**config.mk**
```make
export PLATFORM = sky130hd
export DESIGN_NAME = bidir_bus_ctrl
export DESIGN_NICKNAME = d
export VERILOG_FILES = /design/src/rtl/bidir_bus_ctrl.sv
export SDC_FILE = /design/constraint.sdc
export NUM_CORES = 1
export LEC_CHECK = 0
export CORE_MARGIN = 2
export CORE_UTILIZATION = 40
export DETAILED_ROUTE_END_ITERATION = 10
export PLACE_DENSITY = 0.79
export SLEW_MARGIN = 0
export SYNTH_ARGS = -nofsm -noshare
export SYNTH_HDL_FRONTEND = slang
export SYNTH_SLANG_ARGS = --single-unit
```
**constraint.sdc**
```tcl
create_clock -name clk -period 4.4 [get_ports clk]
set_input_delay 0.66 -clock clk [delete_from_list [all_inputs] [get_ports clk]]
set_output_delay 0.66 -clock clk [all_outputs]
set_load 0.01 [all_outputs]
```
**src/rtl/bidir_bus_ctrl.sv**
```systemverilog
// Transaction sequencer for the 8-bit bidirectional pad stage: turns single-byte
// read/write requests into timed bus cycles with a programmable turnaround gap.
module bidir_bus_ctrl #(
  parameter int unsigned TURNAROUND = 1
) (
  input  logic       clk,
  input  logic       rst,
  input  logic       req_valid,
  output logic       req_ready,
  input  logic       req_write,
  input  logic [7:0] req_data,
  output logic       rsp_valid,
  output logic [7:0] rsp_data,
  output logic       oe,
  output logic [7:0] inp,
  input  logic [7:0] outp
);

  typedef enum logic [2:0] {
    S_IDLE,
    S_WLOAD,
    S_WDRIVE,
    S_RDRIVE,
    S_RCAP,
    S_TURN
  } state_t;

  localparam logic [3:0] TURN_LOAD = 4'(TURNAROUND);
  localparam bit         HAS_TURN  = (TURNAROUND != 0);

  state_t     state_q, state_d;
  logic [3:0] cnt_q, cnt_d;
  logic       oe_q, oe_d;
  logic [7:0] inp_q, inp_d;
  logic       rsp_valid_q, rsp_valid_d;
  logic [7:0] rsp_data_q, rsp_data_d;

  always_ff @(posedge clk or posedge rst) begin
    if (rst) begin
      state_q     <= S_IDLE;
      cnt_q       <= '0;
      oe_q        <= 1'b0;
      inp_q       <= '0;
      rsp_valid_q <= 1'b0;
      rsp_data_q  <= '0;
    end else begin
      state_q     <= state_d;
      cnt_q       <= cnt_d;
      oe_q        <= oe_d;
      inp_q       <= inp_d;
      rsp_valid_q <= rsp_valid_d;
      rsp_data_q  <= rsp_data_d;
    end
  end

  // oe is a flop, so it is raised on the WLOAD->WDRIVE edge and dropped on the next one.
  always_comb begin
    state_d     = state_q;
    cnt_d       = cnt_q;
    oe_d        = 1'b0;
    inp_d       = inp_q;
    rsp_valid_d = 1'b0;
    rsp_data_d  = rsp_data_q;
    unique case (state_q)
      S_IDLE: begin
        if (req_valid) begin
          if (req_write) begin
            state_d = S_WLOAD;
            inp_d   = req_data;
          end else begin
            state_d = S_RDRIVE;
          end
        end
      end
      S_WLOAD: begin
        state_d = S_WDRIVE;
        oe_d    = 1'b1;
      end
      S_WDRIVE: begin
        if (HAS_TURN) begin
          state_d = S_TURN;
          cnt_d   = TURN_LOAD;
        end else begin
          state_d = S_IDLE;
        end
      end
      S_RDRIVE: begin
        state_d = S_RCAP;
      end
      S_RCAP: begin
        rsp_valid_d = 1'b1;
        rsp_data_d  = outp;
        if (HAS_TURN) begin
          state_d = S_TURN;
          cnt_d   = TURN_LOAD;
        end else begin
          state_d = S_IDLE;
        end
      end
      S_TURN: begin
        cnt_d = cnt_q - 4'd1;
        if (cnt_q <= 4'd1) begin
          state_d = S_IDLE;
        end
      end
      default: begin
        state_d = S_IDLE;
      end
    endcase
  end

  assign req_ready = (state_q == S_IDLE) && !rst;
  assign oe        = oe_q;
  assign inp       = inp_q;
  assign rsp_valid = rsp_valid_q;
  assign rsp_data  = rsp_data_q;

endmodule

```
==> impl_metrics.toml, run 1 <==
[clocking]
clk_pin_slew_ns = 0.13
root_buffer = "clkbuf_4"
cts_buffer_depth = 2
numCtsBuffers = 3
post_cts_buffers = 0
cts_tree = "built"
insertion_delay_ns = 0.30
cts_sinks = 25
ctsHoldBuffers = 0
ctsHtreeMaxLevel = 1
cts_resized = 0

[routing]
via_per_inst = 5.094
drt_iter0_drc = 25
finalWirelength_um = 2018
drt.antenna.violating_nets = 0
num_vias = 759
routedWlPerCell_um = 13.54
firstDrtPassIters = 4
drc_errors = 0

[global_route]
antenna_found_initial = 0
grt_max_degree = 26
grt_pass1_wl_um = 3532
met3_usage_pct = 1.860
grt.met2_usage_pct = 25.51
met1_usage_pct = 17.82
grt_pass1_vias = 786
busiest_layer = "met2"
groute.usage.overall_pct = 14.24
grt-ovfl-total = 0

[floorplan]
start_util_pct = 42.79
die_y_um = 55.72
num_rows = 18
coreArea_um2 = 2500
die_area_um2 = 3104
die_w_um = 55.72
pin_count = 39

[yosys]
ys.warnings.count = 0
async_flop_share_pct = 100.0
yosysUniqueCellTypes = 25
synth-seq-cells = 25
seq_area_frac_synth_pct = 58.48
netlist_instances = 80
synthesis.nets = 102
netlist_area_um2 = 1070
synth_edf_count = 0
avgSynthCellArea_um2 = 13.37
synthFlopType = "dfrtp_1"

[placed_design]
port_buffers = 38
place.gp.congestion = 0.8166
place_area_um2 = 1461
dp_hpwl_um = 1570
post-place-ws_ns = 1.923

[critical_path]
rrSetupSlack_ns = 2.75
crit_slowest_cell = "clkdlybuf4s50_1"
cp_cell_sequence = "clkdlybuf4s50_1, nor4_1, clkdlybuf4s50_1"
cp_max_fo = 2
rr_endpoint = "inp[7]$_DFFE_PP0P_"
critPathRequiredTime_ns = 3.74
cp_slowest_stage_delay_ns = 0.58
criticalPathCategory = "in -> out"
r2r.worst_path.cells = 2
crit_top_cell = "clkdlybuf4s50_1"
crit_arrival_ns = 1.83
reg2reg_from = "state_q[2]$_DFFE_PP0P_"
crit_path_start_kind = "primary input"
worstSetupEndpointType = "output pin"

[power]
ir_worst_vdd_mv = 0.3636
cellPowerDensity_nw_per_um2 = 675.1
p_leak_nw = 0.6321
power_mw = 1.004

[sta]
fin_skew_ns = 0.0004832
max_clock_freq_ghz = 0.4017
setup_violations = 0
finalCritPeriodShare_pct = 56.58
worst_slew_margin_rel_pct = 38.18
hold_violations = 0
drv_slew = 0
fin_ws_ns = 1.910
grt_setup_unrepaired = "false"
holdWs_ns = 0.5200
tns_ns = 0
final.min_clock_period_ns = 2.490
tightest_slew_ns = 0.9262

[finish]
fin_area_um2 = 1488
layout_commonest_cell = "clkdlybuf4s50_1"
drive_gt1_share_pct = 18.49
insertedDiodeCount = 0
fillers = 202
area_growth_pct = 39.06
layout_common_cells = "clkdlybuf4s50_1 (38), dfrtp_1 (25), mux2_2 (16)"
fin_nets = 142

[worst_hold_path]
whs_endpoint = "inp[6]$_DFFE_PP0P_"
hp-class = "reg -> reg"
min-delay-start = "inp[6]$_DFFE_PP0P_"
worst_hold_path.num_cells = 1

[job]
cap_violations = 0

[run_status]
status = "finished, final reports clean"
## area by class of cell
type | count | area, um2 | area share [%]
clock buffers | 4 | 26.28 | 1.766
well taps | 30 | 37.54 | 2.523
flip-flops and latches | 25 | 625.6 | 42.05
repair buffers | 38 | 380.4 | 25.57
inverters | 4 | 15.01 | 1.009
multi-input cells | 48 | 402.9 | 27.08
## kinds of logic after synthesis
family / Yosys count / synth area share (%)
AO/OA/AOI/OAI: 11 / 6.199
flip-flops: 25 / 58.48
buffers and inverters: 7 / 3.859
adder cells (fa/ha/maj): 2 / 2.339
multiplexers: 16 / 16.84
AND/OR/NAND/NOR: 19 / 12.28
## critical path: cells and delay by family
family	cells	cell delay, ns
buffers and inverters	2	1.00
and+or+nand+nor	1	0.17
## per-stage QoR
| stage | utilization [%] | instances |
|---|---|---|
| 2_1_floorplan | - | 80 |
| 3_3_place_gp | 58.46 | 145 |
| 3_5_place_dp | 58.46 | 145 |
| 4_1_cts | 59.51 | 149 |
| 5_1_grt | 59.51 | 149 |
| 6_report | 59.51 | 149 |
## cells in the mapped netlist, drive strengths merged (2+ instances only)
cell type / n / area [um2]
buf: 2 / 22.52
nor2: 4 / 17.52
o21ai: 5 / 25.02
inv: 4 / 15.01
nand2: 4 / 15.01
nand2b: 2 / 20.02
mux2: 16 / 180.2
nor4: 2 / 27.53
dfrtp: 25 / 625.6
nor3: 2 / 10.01
ha: 2 / 25.02
a21oi: 2 / 10.01
## worst max-delay path by stage
stage	depth (start not counted)	from	endpoint	slack (ns)
after floorplan	1	rst	req_ready	2.73
after global placement	3	rst	req_ready	1.92
after detailed placement	3	rst	req_ready	1.92
after CTS	3	rst	req_ready	1.91
after global routing	3	rst	req_ready	1.81
final	3	rst	req_ready	1.91
## state kept, by name (all words and copies together), names as in the netlist
register	cells
oe	1
inp	8
cnt_q	4
rsp_valid	1
state_q	3
rsp_data	8
## power by group
part           internal (mW)  leakage, nW  switching, mW
clock                 0.0353       0.0150         0.0633
sequential             0.339        0.305         0.0938
combinational          0.296        0.312          0.178
total                  0.670        0.632          0.335
## routing by layer
layer | share of wire [%] | up-vias
met3 | 3.4 | 2
met5 | 0 | -
met1 | 40 | 377
met4 | 0.94 | 0
li1 | - | 359
met2 | 56 | 21
Note: power is estimated with default switching activity, not from simulation.
==> run 2: changes to the inputs <==
--- a/config.mk
+++ b/config.mk
@@ -6,9 +6,9 @@
 export NUM_CORES = 1
 export LEC_CHECK = 0
 export CORE_MARGIN = 2
-export CORE_UTILIZATION = 40
+export CORE_UTILIZATION = 39
 export DETAILED_ROUTE_END_ITERATION = 10
-export PLACE_DENSITY = 0.79
+export PLACE_DENSITY = 0.8
 export SLEW_MARGIN = 0
 export SYNTH_ARGS = -nofsm -noshare
 export SYNTH_HDL_FRONTEND = slang
==> constraint.sdc (replaced) <==
create_clock -name clk -period 2.1 [get_ports clk]
set_input_delay 0.315 -clock clk [delete_from_list [all_inputs] [get_ports clk]]
set_output_delay 0.315 -clock clk [all_outputs]
set_load 0.01 [all_outputs]
==> impl_metrics.toml, run 2 (synthesis results as in run 1) <==
[power]
ir_worst_vdd_mv = 0.8875
p_leak_nw = 0.6482
internal_power_mw = 1.440
clockPowerShare_pct = 9.6
combinationalPowerShare_pct = 48.1
cellPowerDensity_nw_per_um2 = 1421
swShare_pct = 33.36
p_seq_share_pct = 42.3
power_switching_mw = 0.7210

[global_route]
groute.usage.overall_pct = 14.79
grt_pass1_vias = 838
grt-ovfl-total = 0
antenna_found_initial = 0
grt_max_degree = 26
grt_pass1_wl_um = 3615

[critical_path]
cp_top_family = "buffers and inverters"
worstSetupEndpointType = "output pin"
critPathBufInv = 1
rrSetupSlack_ns = 0.44
cp_cell_sequence = "nor4_1, clkdlybuf4s50_1"
cp_slowest_stage_delay_ns = 0.58
reg2reg_from = "state_q[2]$_DFFE_PP0P_"
cp_max_fo = 10
crit_arrival_ns = 1.71
crit_slowest_cell = "clkdlybuf4s50_1"
rr_endpoint = "inp[0]$_DFFE_PP0P_"
critPathRequiredTime_ns = 1.78
r2r.worst_path.cells = 3
crit_path_start_kind = "register"
criticalPathCategory = "reg -> out"

[finish]
area_growth_pct = 42.22
layout_common_cells = "clkdlybuf4s50_1 (38), dfrtp_1 (22), mux2_2 (16)"
layout_commonest_cell = "clkdlybuf4s50_1"
drive_gt1_share_pct = 23.58
fin_nets = 146
insertedDiodeCount = 0

[floorplan]
die_y_um = 56.38
coreArea_um2 = 2545
pin_count = 39
die_w_um = 56.38
die_area_um2 = 3178
start_util_pct = 42.04
num_rows = 18

[sta]
fin_skew_ns = 0.003720
grt_setup_unrepaired = "false"
tightest_slew_ns = 0.5489
holdWs_ns = 0.3598
max_clock_freq_ghz = 0.4943
setup_violations = 0
final.min_clock_period_ns = 2.023
drv_slew = 0
worst_slew_margin_rel_pct = 63.13
finalCritPeriodShare_pct = 96.33
tns_ns = 0
hold_violations = 0

[routing]
firstDrtPassIters = 4
via_per_inst = 5.131
drc_errors = 0
finalWirelength_um = 2112
routedWlPerCell_um = 13.80
drt_iter0_drc = 2
drt.antenna.violating_nets = 0
num_vias = 785

[placed_design]
dp_hpwl_um = 1573
place.gp.congestion = 0.7173
port_buffers = 38

[job]
cap_violations = 0

[clocking]
ctsHoldBuffers = 0
root_buffer = "clkbuf_4"
numCtsBuffers = 3
cts_buffer_depth = 2
cts_sinks = 25
insertion_delay_ns = 0.31
cts_tree = "built"
ctsHtreeMaxLevel = 1
clk_pin_slew_ns = 0.13

[worst_hold_path]
hp-class = "in -> async"

[run_status]
status = "finished, final reports clean"
run 2: cell types whose count changed in the layout (fill, tap and decap cells not counted), sizes merged:
cell,before,now
buf,0,4
run 2: cell type report:
type	count	area, um2
Fill cell	210	1023
Clock buffer	4	26.28
Multi-Input combinational cell	48	402.9
Timing Repair Buffer	42	410.4
Sequential cell	25	629.4
Inverter	4	15.01
Tap cell	30	37.54
run 2: timing repair:
action,4_1_cts,5_1_grt
resized for setup,0,3
setup endpoints to repair,0,1
setup buffers,0,3
run 2: how the worst max path moves through the flow:
stage                                       from                 end  slack, ns  cells past startpoint
after floorplan           state_q[1]$_DFFE_PP0P_  inp[0]$_DFFE_PP0P_       0.66                      3
after global placement                 req_valid  inp[0]$_DFFE_PP0P_       0.29                      4
after detailed placement               req_valid  inp[0]$_DFFE_PP0P_       0.24                      4
after CTS                 state_q[2]$_DFFE_PP0P_           req_ready      0.004                      2
after global routing      state_q[1]$_DFFE_PP0P_           req_ready       0.01                      2
final                     state_q[1]$_DFFE_PP0P_           req_ready       0.08                      2
run 2: stage by stage:
step / utilization, % / instance area [um2] / instances / power [mW] / setup slack, ns
finish: 59.78 / 1521 / 153 / 2.161 / 0.07709
global route: 59.78 / 1521 / 153 / 2.308 / 0.01198
CTS: 58.75 / 1495 / 150 / 2.148 / 0.003670
global placement: 57.72 / 1469 / 146 / 1.890 / 0.2915
floorplan: - / 1070 / 80 / 1.460 / 0.6568
detailed placement: 57.72 / 1469 / 146 / 1.929 / 0.2396
run 2: worst register-to-register path, cell delays in order, from the launching register on:
cell,delay [ns]
dfrtp_2,0.48
buf_4,0.16
nor4_4,0.52
mux2_2,0.40
run 2: routing by layer:
metal,track usage (%),part of all wire [%]
met1,15.24,39
met2,24.37,48
met3,7.373,10
met4,8.163,2.8
met5,0,0
run 2: power groups by stage:
stage          combinational (mW)  clock, mW  sequential (mW)
2_1_floorplan               0.536          0            0.924
3_3_place_gp                0.977          0            0.913
3_5_place_dp                 1.00          0            0.929
4_1_cts                      1.01      0.222            0.920
5_1_grt                      1.12      0.236            0.947
6_report                     1.04      0.207            0.915
==> run 3: changes to the inputs <==
--- a/config.mk
+++ b/config.mk
@@ -5,8 +5,10 @@
 export SDC_FILE = /design/constraint.sdc
 export NUM_CORES = 1
 export LEC_CHECK = 0
+export CAP_MARGIN = 30
 export CORE_MARGIN = 2
 export CORE_UTILIZATION = 39
+export CTS_CLUSTER_DIAMETER = 80
 export DETAILED_ROUTE_END_ITERATION = 10
 export PLACE_DENSITY = 0.8
 export SLEW_MARGIN = 0
==> results of run 3 <==
The final DEF is identical to that of run 2; final timing and power are the same.
